**src/rtl/mem_pkg.sv**
```systemverilog
// Shared encodings for the load/store sequencer: access sizes, error causes,
// FSM states, and the lane helpers used by the controller.
package mem_pkg;

    typedef enum logic [1:0] {
        SZ_BYTE = 2'b00,
        SZ_HALF = 2'b01,
        SZ_WORD = 2'b10,
        SZ_RSVD = 2'b11
    } size_e;

    typedef enum logic [1:0] {
        CAUSE_NONE      = 2'b00,
        CAUSE_MISALIGN  = 2'b01,
        CAUSE_TIMEOUT   = 2'b10,
        CAUSE_RSVD_SIZE = 2'b11
    } cause_e;

    typedef enum logic [1:0] {
        ST_IDLE,
        ST_BUS,
        ST_RESP
    } state_e;

    // Half ignores addr[0] and word ignores addr[1:0]; alignment is trapped elsewhere.
    function automatic logic [3:0] byte_enables(input size_e size, input logic [1:0] addr_lo);
        logic [3:0] be;
        case (size)
            SZ_BYTE: be = 4'b0001 << addr_lo;
            SZ_HALF: be = addr_lo[1] ? 4'b1100 : 4'b0011;
            SZ_WORD: be = 4'b1111;
            default: be = 4'b0000;
        endcase
        return be;
    endfunction

    function automatic logic [31:0] lane_replicate(input size_e size, input logic [31:0] wdata);
        logic [31:0] rep;
        case (size)
            SZ_BYTE: rep = {4{wdata[7:0]}};
            SZ_HALF: rep = {2{wdata[15:0]}};
            default: rep = wdata;
        endcase
        return rep;
    endfunction

    function automatic logic misaligned(input size_e size, input logic [1:0] addr_lo);
        return ((size == SZ_HALF) && addr_lo[0]) ||
               ((size == SZ_WORD) && (addr_lo != 2'b00));
    endfunction

endpackage

```
**src/rtl/mem_access_ctrl_if.sv**
```systemverilog
// CPU-side request/response and data-memory bus signals of the sequencer.
// slave: the controller; master: the CPU stage plus the memory it talks to.
interface mem_access_ctrl_if;

    logic        req_valid;
    logic        req_ready;
    logic        req_we;
    logic [1:0]  req_size;
    logic        req_sext;
    logic [31:0] req_addr;
    logic [31:0] req_wdata;

    logic        rsp_valid;
    logic [31:0] rsp_rdata;
    logic        rsp_err;
    logic [1:0]  rsp_cause;

    logic        mem_req;
    logic        mem_we;
    logic [3:0]  mem_be;
    logic [31:0] mem_addr;
    logic [31:0] mem_wdata;
    logic        mem_ack;
    logic [31:0] mem_rdata;

    modport slave (
        input  req_valid, req_we, req_size, req_sext, req_addr, req_wdata,
        output req_ready,
        output rsp_valid, rsp_rdata, rsp_err, rsp_cause,
        output mem_req, mem_we, mem_be, mem_addr, mem_wdata,
        input  mem_ack, mem_rdata
    );

    modport master (
        output req_valid, req_we, req_size, req_sext, req_addr, req_wdata,
        input  req_ready,
        input  rsp_valid, rsp_rdata, rsp_err, rsp_cause,
        input  mem_req, mem_we, mem_be, mem_addr, mem_wdata,
        output mem_ack, mem_rdata
    );

endinterface

```
**src/rtl/mem_access_ctrl_load_extract.sv**
```systemverilog
// Load-data lane select with zero/sign extension to a right-justified 32-bit word.
module load_extract
    import mem_pkg::*;
(
    input  logic [1:0]  i_addr_lo,
    input  size_e       i_size,
    input  logic        i_sext,
    input  logic [31:0] i_rdata,
    output logic [31:0] o_data
);

    logic [7:0]  w_byte;
    logic [15:0] w_half;

    always_comb begin
        w_byte = i_rdata[{i_addr_lo, 3'b000} +: 8];
        w_half = i_addr_lo[1] ? i_rdata[31:16] : i_rdata[15:0];
        case (i_size)
            SZ_BYTE: o_data = {{24{i_sext & w_byte[7]}}, w_byte};
            SZ_HALF: o_data = {{16{i_sext & w_half[15]}}, w_half};
            SZ_WORD: o_data = i_rdata;
            default: o_data = '0;
        endcase
    end

endmodule

```
**src/rtl/mem_access_ctrl.sv**
```systemverilog
// Single-outstanding load/store sequencer between the CPU memory stage and the data bus.
// Optional feature: define MEM_ALIGN_TRAP_EN to trap misaligned half/word accesses.
module mem_access_ctrl
    import mem_pkg::*;
#(
    parameter int unsigned TIMEOUT = 15
) (
    input logic              clk,
    input logic              clrn,
    mem_access_ctrl_if.slave bus
);

    localparam int unsigned CW = (TIMEOUT < 2) ? 1 : $clog2(TIMEOUT + 1);

    state_e        r_state;
    state_e        w_state_nxt;

    logic          r_we;
    logic          r_sext;
    size_e         r_size;
    logic [31:0]   r_addr;
    logic [31:0]   r_wdata;
    logic [31:0]   r_rdata;
    logic          r_err;
    cause_e        r_cause;
    logic [CW-1:0] r_cnt;

    size_e         w_req_size;
    logic          w_misalign;
    logic          w_req_err;
    logic          w_timeout;
    logic [31:0]   w_ext;

    assign w_req_size = size_e'(bus.req_size);

`ifdef MEM_ALIGN_TRAP_EN
    assign w_misalign = misaligned(w_req_size, bus.req_addr[1:0]);
`else
    assign w_misalign = 1'b0;
`endif

    assign w_req_err = (w_req_size == SZ_RSVD) || w_misalign;

    // Fires on the BUS cycle whose missing ack would bring the wait count to TIMEOUT.
    assign w_timeout = (TIMEOUT != 0) && ((32'(r_cnt) + 32'd1) == TIMEOUT);

    load_extract u_load_extract (
        .i_addr_lo (r_addr[1:0]),
        .i_size    (r_size),
        .i_sext    (r_sext),
        .i_rdata   (bus.mem_rdata),
        .o_data    (w_ext)
    );

    always_ff @(posedge clk) begin
        if (!clrn) begin
            r_state <= ST_IDLE;
        end else begin
            r_state <= w_state_nxt;
        end
    end

    always_comb begin
        w_state_nxt = r_state;
        case (r_state)
            ST_IDLE: begin
                if (bus.req_valid) begin
                    w_state_nxt = w_req_err ? ST_RESP : ST_BUS;
                end
            end
            ST_BUS: begin
                if (bus.mem_ack || w_timeout) begin
                    w_state_nxt = ST_RESP;
                end
            end
            ST_RESP: w_state_nxt = ST_IDLE;
            default: w_state_nxt = ST_IDLE;
        endcase
    end

    always_ff @(posedge clk) begin
        if (!clrn) begin
            r_we    <= 1'b0;
            r_sext  <= 1'b0;
            r_size  <= SZ_BYTE;
            r_addr  <= '0;
            r_wdata <= '0;
            r_rdata <= '0;
            r_err   <= 1'b0;
            r_cause <= CAUSE_NONE;
            r_cnt   <= '0;
        end else begin
            case (r_state)
                ST_IDLE: begin
                    if (bus.req_valid) begin
                        r_we    <= bus.req_we;
                        r_sext  <= bus.req_sext;
                        r_size  <= w_req_size;
                        r_addr  <= bus.req_addr;
                        r_wdata <= bus.req_wdata;
                        r_rdata <= '0;
                        r_cnt   <= '0;
                        r_err   <= w_req_err;
                        if (w_req_size == SZ_RSVD) begin
                            r_cause <= CAUSE_RSVD_SIZE;
                        end else if (w_misalign) begin
                            r_cause <= CAUSE_MISALIGN;
                        end else begin
                            r_cause <= CAUSE_NONE;
                        end
                    end
                end
                ST_BUS: begin
                    // An ack in the timeout cycle takes priority and completes normally.
                    if (bus.mem_ack) begin
                        r_rdata <= r_we ? '0 : w_ext;
                    end else begin
                        r_cnt <= r_cnt + CW'(1);
                        if (w_timeout) begin
                            r_err   <= 1'b1;
                            r_cause <= CAUSE_TIMEOUT;
                        end
                    end
                end
                default: ;
            endcase
        end
    end

    always_comb begin
        bus.req_ready = 1'b0;
        bus.rsp_valid = 1'b0;
        bus.rsp_rdata = '0;
        bus.rsp_err   = 1'b0;
        bus.rsp_cause = CAUSE_NONE;
        bus.mem_req   = 1'b0;
        bus.mem_we    = 1'b0;
        bus.mem_be    = '0;
        bus.mem_addr  = '0;
        bus.mem_wdata = '0;
        case (r_state)
            ST_IDLE: bus.req_ready = 1'b1;
            ST_BUS: begin
                bus.mem_req   = 1'b1;
                bus.mem_we    = r_we;
                bus.mem_be    = byte_enables(r_size, r_addr[1:0]);
                bus.mem_addr  = {r_addr[31:2], 2'b00};
                bus.mem_wdata = lane_replicate(r_size, r_wdata);
            end
            ST_RESP: begin
                bus.rsp_valid = 1'b1;
                bus.rsp_rdata = r_rdata;
                bus.rsp_err   = r_err;
                bus.rsp_cause = r_cause;
            end
            default: ;
        endcase
    end

endmodule

```
**src/flat_wrapper.sv**
```systemverilog
// flat-port wrapper written by rule: the top's interface ports become plain ports
module mem_access_ctrl_flat import mem_pkg::*;
#(
    parameter int unsigned TIMEOUT = 15
)
  (clk, clrn, bus_req_valid, bus_req_we, bus_req_size, bus_req_sext, bus_req_addr, bus_req_wdata, bus_req_ready, bus_rsp_valid, bus_rsp_rdata, bus_rsp_err, bus_rsp_cause, bus_mem_req, bus_mem_we, bus_mem_be, bus_mem_addr, bus_mem_wdata, bus_mem_ack, bus_mem_rdata);
  mem_access_ctrl_if bus_i ();
  input logic clk;
  input logic clrn;
  input wire logic [$bits(bus_i.req_valid)-1:0] bus_req_valid;
  input wire logic [$bits(bus_i.req_we)-1:0] bus_req_we;
  input wire logic [$bits(bus_i.req_size)-1:0] bus_req_size;
  input wire logic [$bits(bus_i.req_sext)-1:0] bus_req_sext;
  input wire logic [$bits(bus_i.req_addr)-1:0] bus_req_addr;
  input wire logic [$bits(bus_i.req_wdata)-1:0] bus_req_wdata;
  output wire logic [$bits(bus_i.req_ready)-1:0] bus_req_ready;
  output wire logic [$bits(bus_i.rsp_valid)-1:0] bus_rsp_valid;
  output wire logic [$bits(bus_i.rsp_rdata)-1:0] bus_rsp_rdata;
  output wire logic [$bits(bus_i.rsp_err)-1:0] bus_rsp_err;
  output wire logic [$bits(bus_i.rsp_cause)-1:0] bus_rsp_cause;
  output wire logic [$bits(bus_i.mem_req)-1:0] bus_mem_req;
  output wire logic [$bits(bus_i.mem_we)-1:0] bus_mem_we;
  output wire logic [$bits(bus_i.mem_be)-1:0] bus_mem_be;
  output wire logic [$bits(bus_i.mem_addr)-1:0] bus_mem_addr;
  output wire logic [$bits(bus_i.mem_wdata)-1:0] bus_mem_wdata;
  input wire logic [$bits(bus_i.mem_ack)-1:0] bus_mem_ack;
  input wire logic [$bits(bus_i.mem_rdata)-1:0] bus_mem_rdata;
  assign bus_i.req_valid = bus_req_valid;
  assign bus_i.req_we = bus_req_we;
  assign bus_i.req_size = bus_req_size;
  assign bus_i.req_sext = bus_req_sext;
  assign bus_i.req_addr = bus_req_addr;
  assign bus_i.req_wdata = bus_req_wdata;
  assign bus_req_ready = bus_i.req_ready;
  assign bus_rsp_valid = bus_i.rsp_valid;
  assign bus_rsp_rdata = bus_i.rsp_rdata;
  assign bus_rsp_err = bus_i.rsp_err;
  assign bus_rsp_cause = bus_i.rsp_cause;
  assign bus_mem_req = bus_i.mem_req;
  assign bus_mem_we = bus_i.mem_we;
  assign bus_mem_be = bus_i.mem_be;
  assign bus_mem_addr = bus_i.mem_addr;
  assign bus_mem_wdata = bus_i.mem_wdata;
  assign bus_i.mem_ack = bus_mem_ack;
  assign bus_i.mem_rdata = bus_mem_rdata;
  mem_access_ctrl #(.TIMEOUT(TIMEOUT)) u_core (.clk(clk), .clrn(clrn), .bus(bus_i));
endmodule
```
**config.mk**
```make
export PLATFORM = sky130hd
export DESIGN_NAME = mem_access_ctrl_flat
export DESIGN_NICKNAME = d
export VERILOG_FILES = /design/src/rtl/mem_pkg.sv /design/src/rtl/mem_access_ctrl_if.sv /design/src/rtl/mem_access_ctrl_load_extract.sv /design/src/rtl/mem_access_ctrl.sv /design/src/flat_wrapper.sv
export SDC_FILE = /design/constraint.sdc
export NUM_CORES = 1
export LEC_CHECK = 0
export CORE_MARGIN = 2
export CORE_UTILIZATION = 48
export CTS_CLUSTER_DIAMETER = 40
export DETAILED_ROUTE_END_ITERATION = 16
export GPL_TIMING_DRIVEN = 0
export PLACE_DENSITY_LB_ADDON = 0.15
export SLEW_MARGIN = 15
export SYNTH_ARGS = -nofsm -noshare
export SYNTH_HDL_FRONTEND = slang
export SYNTH_SLANG_ARGS = --single-unit
export TNS_END_PERCENT = 10
```
**constraint.sdc**
```tcl
create_clock -name clk -period 2.8 [get_ports clk]
set_input_delay 0.56 -clock clk [delete_from_list [all_inputs] [get_ports clk]]
set_output_delay 0.56 -clock clk [all_outputs]
set_load 0.1 [all_outputs]
```
==> results of run 1 <==
## cells by family (layout without fill, tap and decap cells)
family          after synthesis  after routing  share of synthesized area
other cells                   1              2                  0.0006949
fa+ha+maj                     2              2                   0.004636
buf+inv                      67            290                    0.06585
compound gates              167            167                     0.2013
simple gates                313            313                     0.2750
flops                       108            108                     0.4006
mux                          27             27                    0.05194
## cell type report
cell class	count	area, sq um	share of cell area
inverter	7	26.28	0.003493
multi-input combinational	511	2894	0.3847
tap	140	175.2	0.02329
timing repair buffer	207	1752	0.2329
sequential	108	2162	0.2874
buffer	60	335.3	0.04458
clock buffer	11	141.4	0.01880
clock inverter	5	36.28	0.004824
## through the flow
step | hold WS (ns) | setup TNS, ns | util
final | 0.4491 | 0 | 0.6909
after global routing | 0.4778 | -0.08965 | 0.6909
after CTS | 0.4529 | -0.6650 | 0.7140
after detailed placement | 0.4398 | -19.33 | 0.7025
after global placement | 0.4340 | -16.68 | 0.7025
after floorplan | 0.4167 | -3.663 | -
## worst paths after layout
| path | from | end | slack (ns) | cells after the start |
|---|---|---|---|---|
| max | u_core.r_size[0] | bus_mem_wdata[10] | 0.02 | 5 |
| min | u_core.r_rdata[8] | u_core.r_rdata[8] | 0.45 | 2 |
| max reg2reg | u_core.r_addr[1] | u_core.r_rdata[11] | 0.95 | 5 |
| min reg2reg | u_core.r_rdata[8] | u_core.r_rdata[8] | 0.45 | 2 |
## synth_stat cells (8+ instances only)
cell	instances	area (sq um)
and2_1	75	469.2
a221oi_1	8	70.07
a221o_1	9	90.09
mux2_2	8	90.09
buf_2	10	50.05
o21ai_0	17	85.08
nand2_1	169	634.4
nor2_1	33	123.9
mux2i_1	19	190.2
o21ai_1	10	50.05
nor2b_1	8	50.05
dfxtp_1	108	2162
clkbuf_1	32	120.1
buf_6	10	112.6
a21oi_1	95	475.5
## what timing repair did
action / in CTS / in global routing
endpoints found under the setup margin: 104 / 90
resized for setup: 426 / 96
pin swaps: 0 / 0
gates cloned: 0 / 0
setup buffers: 0 / 0
## critical path, cell delays in order (launching register included)
cell,delay (ns)
dfxtp_1,0.41
buf_6,0.16
clkbuf_1,0.38
o21ai_0,0.13
a21oi_1,0.19
clkdlybuf4s18_2,0.57
## where the power goes
group	internal (mW)	switching (mW)	total, mW	leakage [nW]
Sequential	1.61	0.0547	1.67	0.882
Clock	0.350	0.540	0.891	0.0820
Combinational	0.336	0.576	0.912	2.06
Total	2.30	1.17	3.47	3.03
## registers in the layout, indices dropped and copies added, names as in the netlist
register        count
u_core.r_cause      2
u_core.r_wdata     32
u_core.r_we         1
u_core.r_sext       1
u_core.r_rdata     32
u_core.r_size       2
u_core.r_state      2
u_core.r_addr      32
u_core.r_cnt        4
## layer usage
layer / track usage / wire length (microns)
met2: 0.4956 / 8440
met4: 0.1022 / 338
met3: 0.06702 / 1594
met1: 0.3530 / 6916
met5: 0 / 19
## cell usage in the layout, fill, tap and decap left out, drive strengths merged, types with 5 or more instances in the layout
| master | count |
|---|---|
| a21oi | 95 |
| a221o | 16 |
| a221oi | 8 |
| a222oi | 7 |
| and2 | 75 |
| buf | 107 |
| clkbuf | 48 |
| clkdlybuf4s15 | 14 |
| clkdlybuf4s18 | 6 |
| clkdlybuf4s50 | 103 |
| dfxtp | 108 |
| inv | 8 |
| mux2 | 8 |
| mux2i | 19 |
| nand2 | 169 |
| nand2b | 6 |
| nand3 | 5 |
| nor2 | 35 |
| nor2b | 8 |
| o21ai | 28 |
==> impl_results.md, run 1 <==
- Clock-pin slew on the worst setup and hold paths: 0.10 ns
- VDD IR max: 0.2752 mV
- Final nets: 1010
- Largest net degree at the start of global routing: 18
- Post-CTS Hold Buffers: 0
- Area of the core: 10890 sq um
- Slew headroom: 0.3592
- Wire per inst: 16.50 microns
- CTS sink count: 108
- Power Total: 3.472 mW
- PwrDens: 461.6 nW/um^2
- First-pass GRT wire length: 27190 microns
- Outcome: completed
- Setup WS pre-CTS: -0.5084 ns
- Finished layout cell area: 7522 sq um
- Total gr overflow: 0
- Worst-margin pin slew: 0.9581 ns
- Leak Pwr: 3.028 nW
- Worst Slack Setup Final: 0.01803 ns
- Fin. Hold Viols: 0
- Initial antenna violation count: 1
- All-Layer GR Usage: 0.2887
- Fin crit share: 0.9936
- Post-synthesis sequential area ratio: 0.4006
- # setup viols final: 0
- Max Cap Viol: 0
- Routed Antenna Nets: 0
- H-tree depth: 3
- Setup Skew: 0.007111 ns
- CP Capture Type: output port
- Vias in the first global route: 5552
- Clock Latency Late Sink: 0.37 ns
- Worst setup SP type: register
- Layout fillers: 983
- CTS buffer count: 9
- Synthesized area per cell: 7.878 sq um
- Post-synth top flop: dfxtp_1
- Final Critical Period: 2.782 ns
- Row count: 38
- Number of synthesized register bits: 108
- Drt first pass iters: 6
- Ys Warns: 0
- Post-Layout Cell Count: 1049
- Vias per cell: 5.344
- I/O Buffers: 207
- EDFF count, synth: 0
- Drt first-iter violations: 350
- Layout cell share with drive strength beyond 1: 0.1958
- Die W: 110.0 microns
- Crit path kind: register to output port
- Die Height: 110.0 microns
- Drc violations: 0
- RSZ-0062 raised after global routing: true
- Crit path max fanout: 10
- Area post-placement: 7649 sq um
- Diodes inserted: 0
- Hold Crit Class: register to register
- IO Count: 211
- Die Area: 12110 sq um
- Unique masters post-synth: 50
- GP Congestion: 0.8904
- Dpl hpwl: 13280 microns
- Root Driver: clkbuf_8
- Worst path required time: 2.24 ns
- Layout area overhead: 39.39%
- Detailed Route WL: 17310 microns
- Mapped Area: 5396 sq um
- Max clock buf depth: 2
- Initial Util: 0.4956
- Asr flop ratio synth: 0
- Cell count after synthesis: 685
- Via count: 5606
- Inst Count DP: 1033
- CTS tree: built
- Max Fclk: 359.5 MHz
- Slew Viols, Final: 0
- Worst EP arrival: 2.22 ns
Power figures use the tool's default switching activity.
==> run 2, diff against run 1 <==
--- a/config.mk
+++ b/config.mk
@@ -11,6 +11,7 @@
 export DETAILED_ROUTE_END_ITERATION = 16
 export GPL_TIMING_DRIVEN = 0
 export PLACE_DENSITY_LB_ADDON = 0.15
+export REMOVE_ABC_BUFFERS = 1
 export SLEW_MARGIN = 15
 export SYNTH_ARGS = -nofsm -noshare
 export SYNTH_HDL_FRONTEND = slang
==> run 2 against run 1 <==
Compared with the run above:
- the flow now finishes with violations (negative setup slack)
- final cell count fell by 4.2%
- largest cell class unchanged
- first-iteration DRC count rose by 32%
- largest power group unchanged
- non-clock buffer count fell by 49
- die area did not move
- worst setup slack got worse by 0.030 ns
- via count fell by 2.9%
- global-route usage fell by 1.8 points
- flip-flop and latch count did not move
- clock-buffer cell count did not move
- sequential share of layout area rose by 0.10 points
==> impl_results.md, run 2 (synthesized netlist as in run 1, its figures left out) <==
- Outcome: finished with violations
- Failing checks: negative setup slack
- Drc violations: 0 (unchanged)
- Worst EP arrival: 2.25 ns (+0.03 ns)
- RSZ-0062 raised after global routing: true
- Via count: 5445 (-2.9%)
- Area of the core: 10890 sq um (unchanged)
- Logic pwr share: 0.244 (-0.019)
- Max clock buf depth: 2 (unchanged)
- Final nets: 966 (-4.4%)
- Final Critical Period: 2.812 ns (+0.02955 ns)
- Total gr overflow: 0 (unchanged)
- Reg-to-reg endpoint: u_core.r_rdata[27]
- Worst Slack Setup Final: -0.01152 ns (-0.02955 ns)
- R2R setup slack: 0.56 ns (-0.39 ns)
- Hold path endpoint: u_core.r_rdata[12]
- Leak Pwr: 2.868 nW (-5.3%)
- Largest net degree at the start of global routing: 76 (+58)
- Vias in the first global route: 5230 (-5.8%)
- Fin. Hold Viols: 0 (unchanged)
- Drt first pass iters: 5 (-1)
- Clk pwr share: 0.280 (+0.023)
- Clock-pin slew on the worst setup and hold paths: 0.10 ns (about the same)
- Layout area overhead: 39.37% (about the same)
- Area post-placement: 7426 sq um (-2.9%)
- Layout cell share with drive strength beyond 1: 0.1988 (+0.003024)
- Reg power frac: 0.476 (-0.005)
- Commonest cells after routing, fill and taps aside: 169 x nand2_1, 104 x clkdlybuf4s50_1, 104 x dfxtp_1
- I/O Buffers: 208 (+0.48%)
- Post-Layout Cell Count: 1005 (-4.2%)
- Net Sw Power: 1.155 mW (-1.4%)
- Die Height: 110.0 microns (unchanged)
- Finished layout cell area: 7521 sq um (about the same)
- Setup Skew: 0.008034 ns (+0.0009238 ns)
- Initial antenna violation count: 0 (-1)
- Pint: 2.395 mW (+4.1%)
- Reg2Reg Launch Point: u_core.r_addr[1]
- Crit path kind: register to output port
- PwrDens: 472.0 nW/um^2 (+2.3%)
- Worst path required time: 2.24 ns (about the same)
- Diodes inserted: 0 (unchanged)
- Worst-margin pin slew: 0.9632 ns (+0.005056 ns)
- Die Area: 12110 sq um (unchanged)
- Max Fclk: 355.7 MHz (-1.1%)
- Die W: 110.0 microns (unchanged)
- CTS sink count: 108 (unchanged)
- Crit path max fanout: 13 (+3)
- Biggest regs: u_core.r_addr (32), u_core.r_rdata (32), u_core.r_wdata (32)
- Worst setup SP type: register
- Slew headroom: 0.3559 (-0.003382)
- CTS buffer count: 9 (unchanged)
- IO Count: 211 (unchanged)
- Clock Latency Late Sink: 0.38 ns (about the same)
- Wire per inst: 16.44 microns (-0.38%)
- Initial Util: 0.4956 (unchanged)
- Vias per cell: 5.418 (+1.4%)
- Detailed Route WL: 16520 microns (-4.6%)
- Inst Count DP: 982 (-4.9%)
- Hold Path Depth: 2 (unchanged)
- Hold Crit Class: register to register
- Slew Viols, Final: 0 (unchanged)
- Max Cap Viol: 0 (unchanged)
- Layout Utilization: 0.6908 (about the same)
- Routed Antenna Nets: 0 (unchanged)
- VDD IR max: 0.3364 mV (+22%)
- Dpl hpwl: 10810 microns (-19%)
- Row count: 38 (unchanged)
- Commonest non-fill, non-tap cell in the layout: nand2_1
- First-pass GRT wire length: 25660 microns (-5.6%)
- GP Congestion: 0.8681 (-2.5%)
- # setup viols final: 3 (+3)
- H-tree depth: 3 (unchanged)
- HP Start: u_core.r_rdata[12]
- All-Layer GR Usage: 0.2702 (-0.01842)
- Fin crit share: 1.004 (+0.01055)
- Reg2Reg Depth: 4 (-1)
- CP Capture Type: output port
- Root Driver: clkbuf_8
- Drt first-iter violations: 463 (+32%)
- CTS tree: built
- Switching share of power: 0.3253 (-0.01204)
- Layout fillers: 909 (-7.5%)
## run 2: cell count changes in the layout (fill, tap and decap cells not counted), moves of 2 or more
cell	before	now
dfxtp_1	108	104
clkbuf_1	28	0
buf_1	3	0
buf_4	34	6
clkbuf_2	7	12
clkdlybuf4s15_2	14	43
buf_2	60	34
clkinv_2	1	4
inv_1	7	5
clkbuf_4	3	5
dfxtp_2	0	3
nand2b_2	0	2
buf_6	10	3
clkdlybuf4s18_2	6	9
## run 2: power by group through the flow
stage,registers [mW],clock network (mW),logic [mW]
2_1_floorplan,1.71,0,0.532
3_3_place_gp,1.72,0,0.829
3_5_place_dp,1.72,0,0.856
4_1_cts,1.69,1.01,0.867
5_1_grt,1.70,1.07,0.928
6_report,1.69,0.993,0.867
## run 2: metal layers
layer	global-route usage	share of wire	up-vias	wire [microns]
li1	-	-	2660	-
met2	0.4610	0.49	209	8034
met1	0.3273	0.41	2560	6729
met5	0	0	-	0
met3	0.07819	0.094	16	1555
met4	0.08590	0.012	0	199
## run 2: area by class of cell
cell class	instances	area, sq um	share of cell area
timing repair buffer	218	1992	0.2648
clock buffer	11	151.4	0.02013
inverter	7	32.53	0.004325
multi-input combinational	513	2928	0.3893
sequential	108	2170	0.2885
clock inverter	5	50.05	0.006654
tap	140	175.2	0.02329
timing repair inverter	3	22.52	0.002995
## run 2: through the flow
stage	worst slack (ns)	hold WS, ns	power (mW)	TNS (ns)
floorplan	-2.481	0.4167	2.239	-230.53
finish	-0.01152	0.4497	3.550	-0.01888
global placement	-5.693	0.4304	2.553	-494.28
global route	-0.08081	0.4752	3.703	-1.072
detailed placement	-1.676	0.4382	2.576	-88.52
CTS	-0.09924	0.4524	3.564	-2.294
## run 2: worst max-delay path by stage
stage                       from                 to  slack, ns  cells past startpoint
3_5_place_dp   u_core.r_state[1]   bus_mem_wdata[4]      -1.68                      4
2_1_floorplan      bus_req_valid    u_core.r_cnt[2]      -2.48                      4
3_3_place_gp       bus_req_valid    u_core.r_cnt[2]      -5.69                      5
4_1_cts        u_core.r_state[1]   bus_mem_addr[17]       -0.1                      4
5_1_grt         u_core.r_size[0]  bus_mem_wdata[29]      -0.08                      5
6_report       u_core.r_state[1]   bus_mem_wdata[4]      -0.01                      4
## run 2: critical path: stages (launching register included)
cell	delay, ns
dfxtp_2	0.52
nand2b_4	0.33
clkinvlp_4	0.29
and2_1	0.25
clkdlybuf4s15_2	0.46
## run 2: what timing repair did
item,CTS,global route
gates resized for setup,325,89
gates cloned,4,1
setup buffers,2,0
pin swaps,0,0
hold buffers,0,0
setup endpoints to repair,104,81
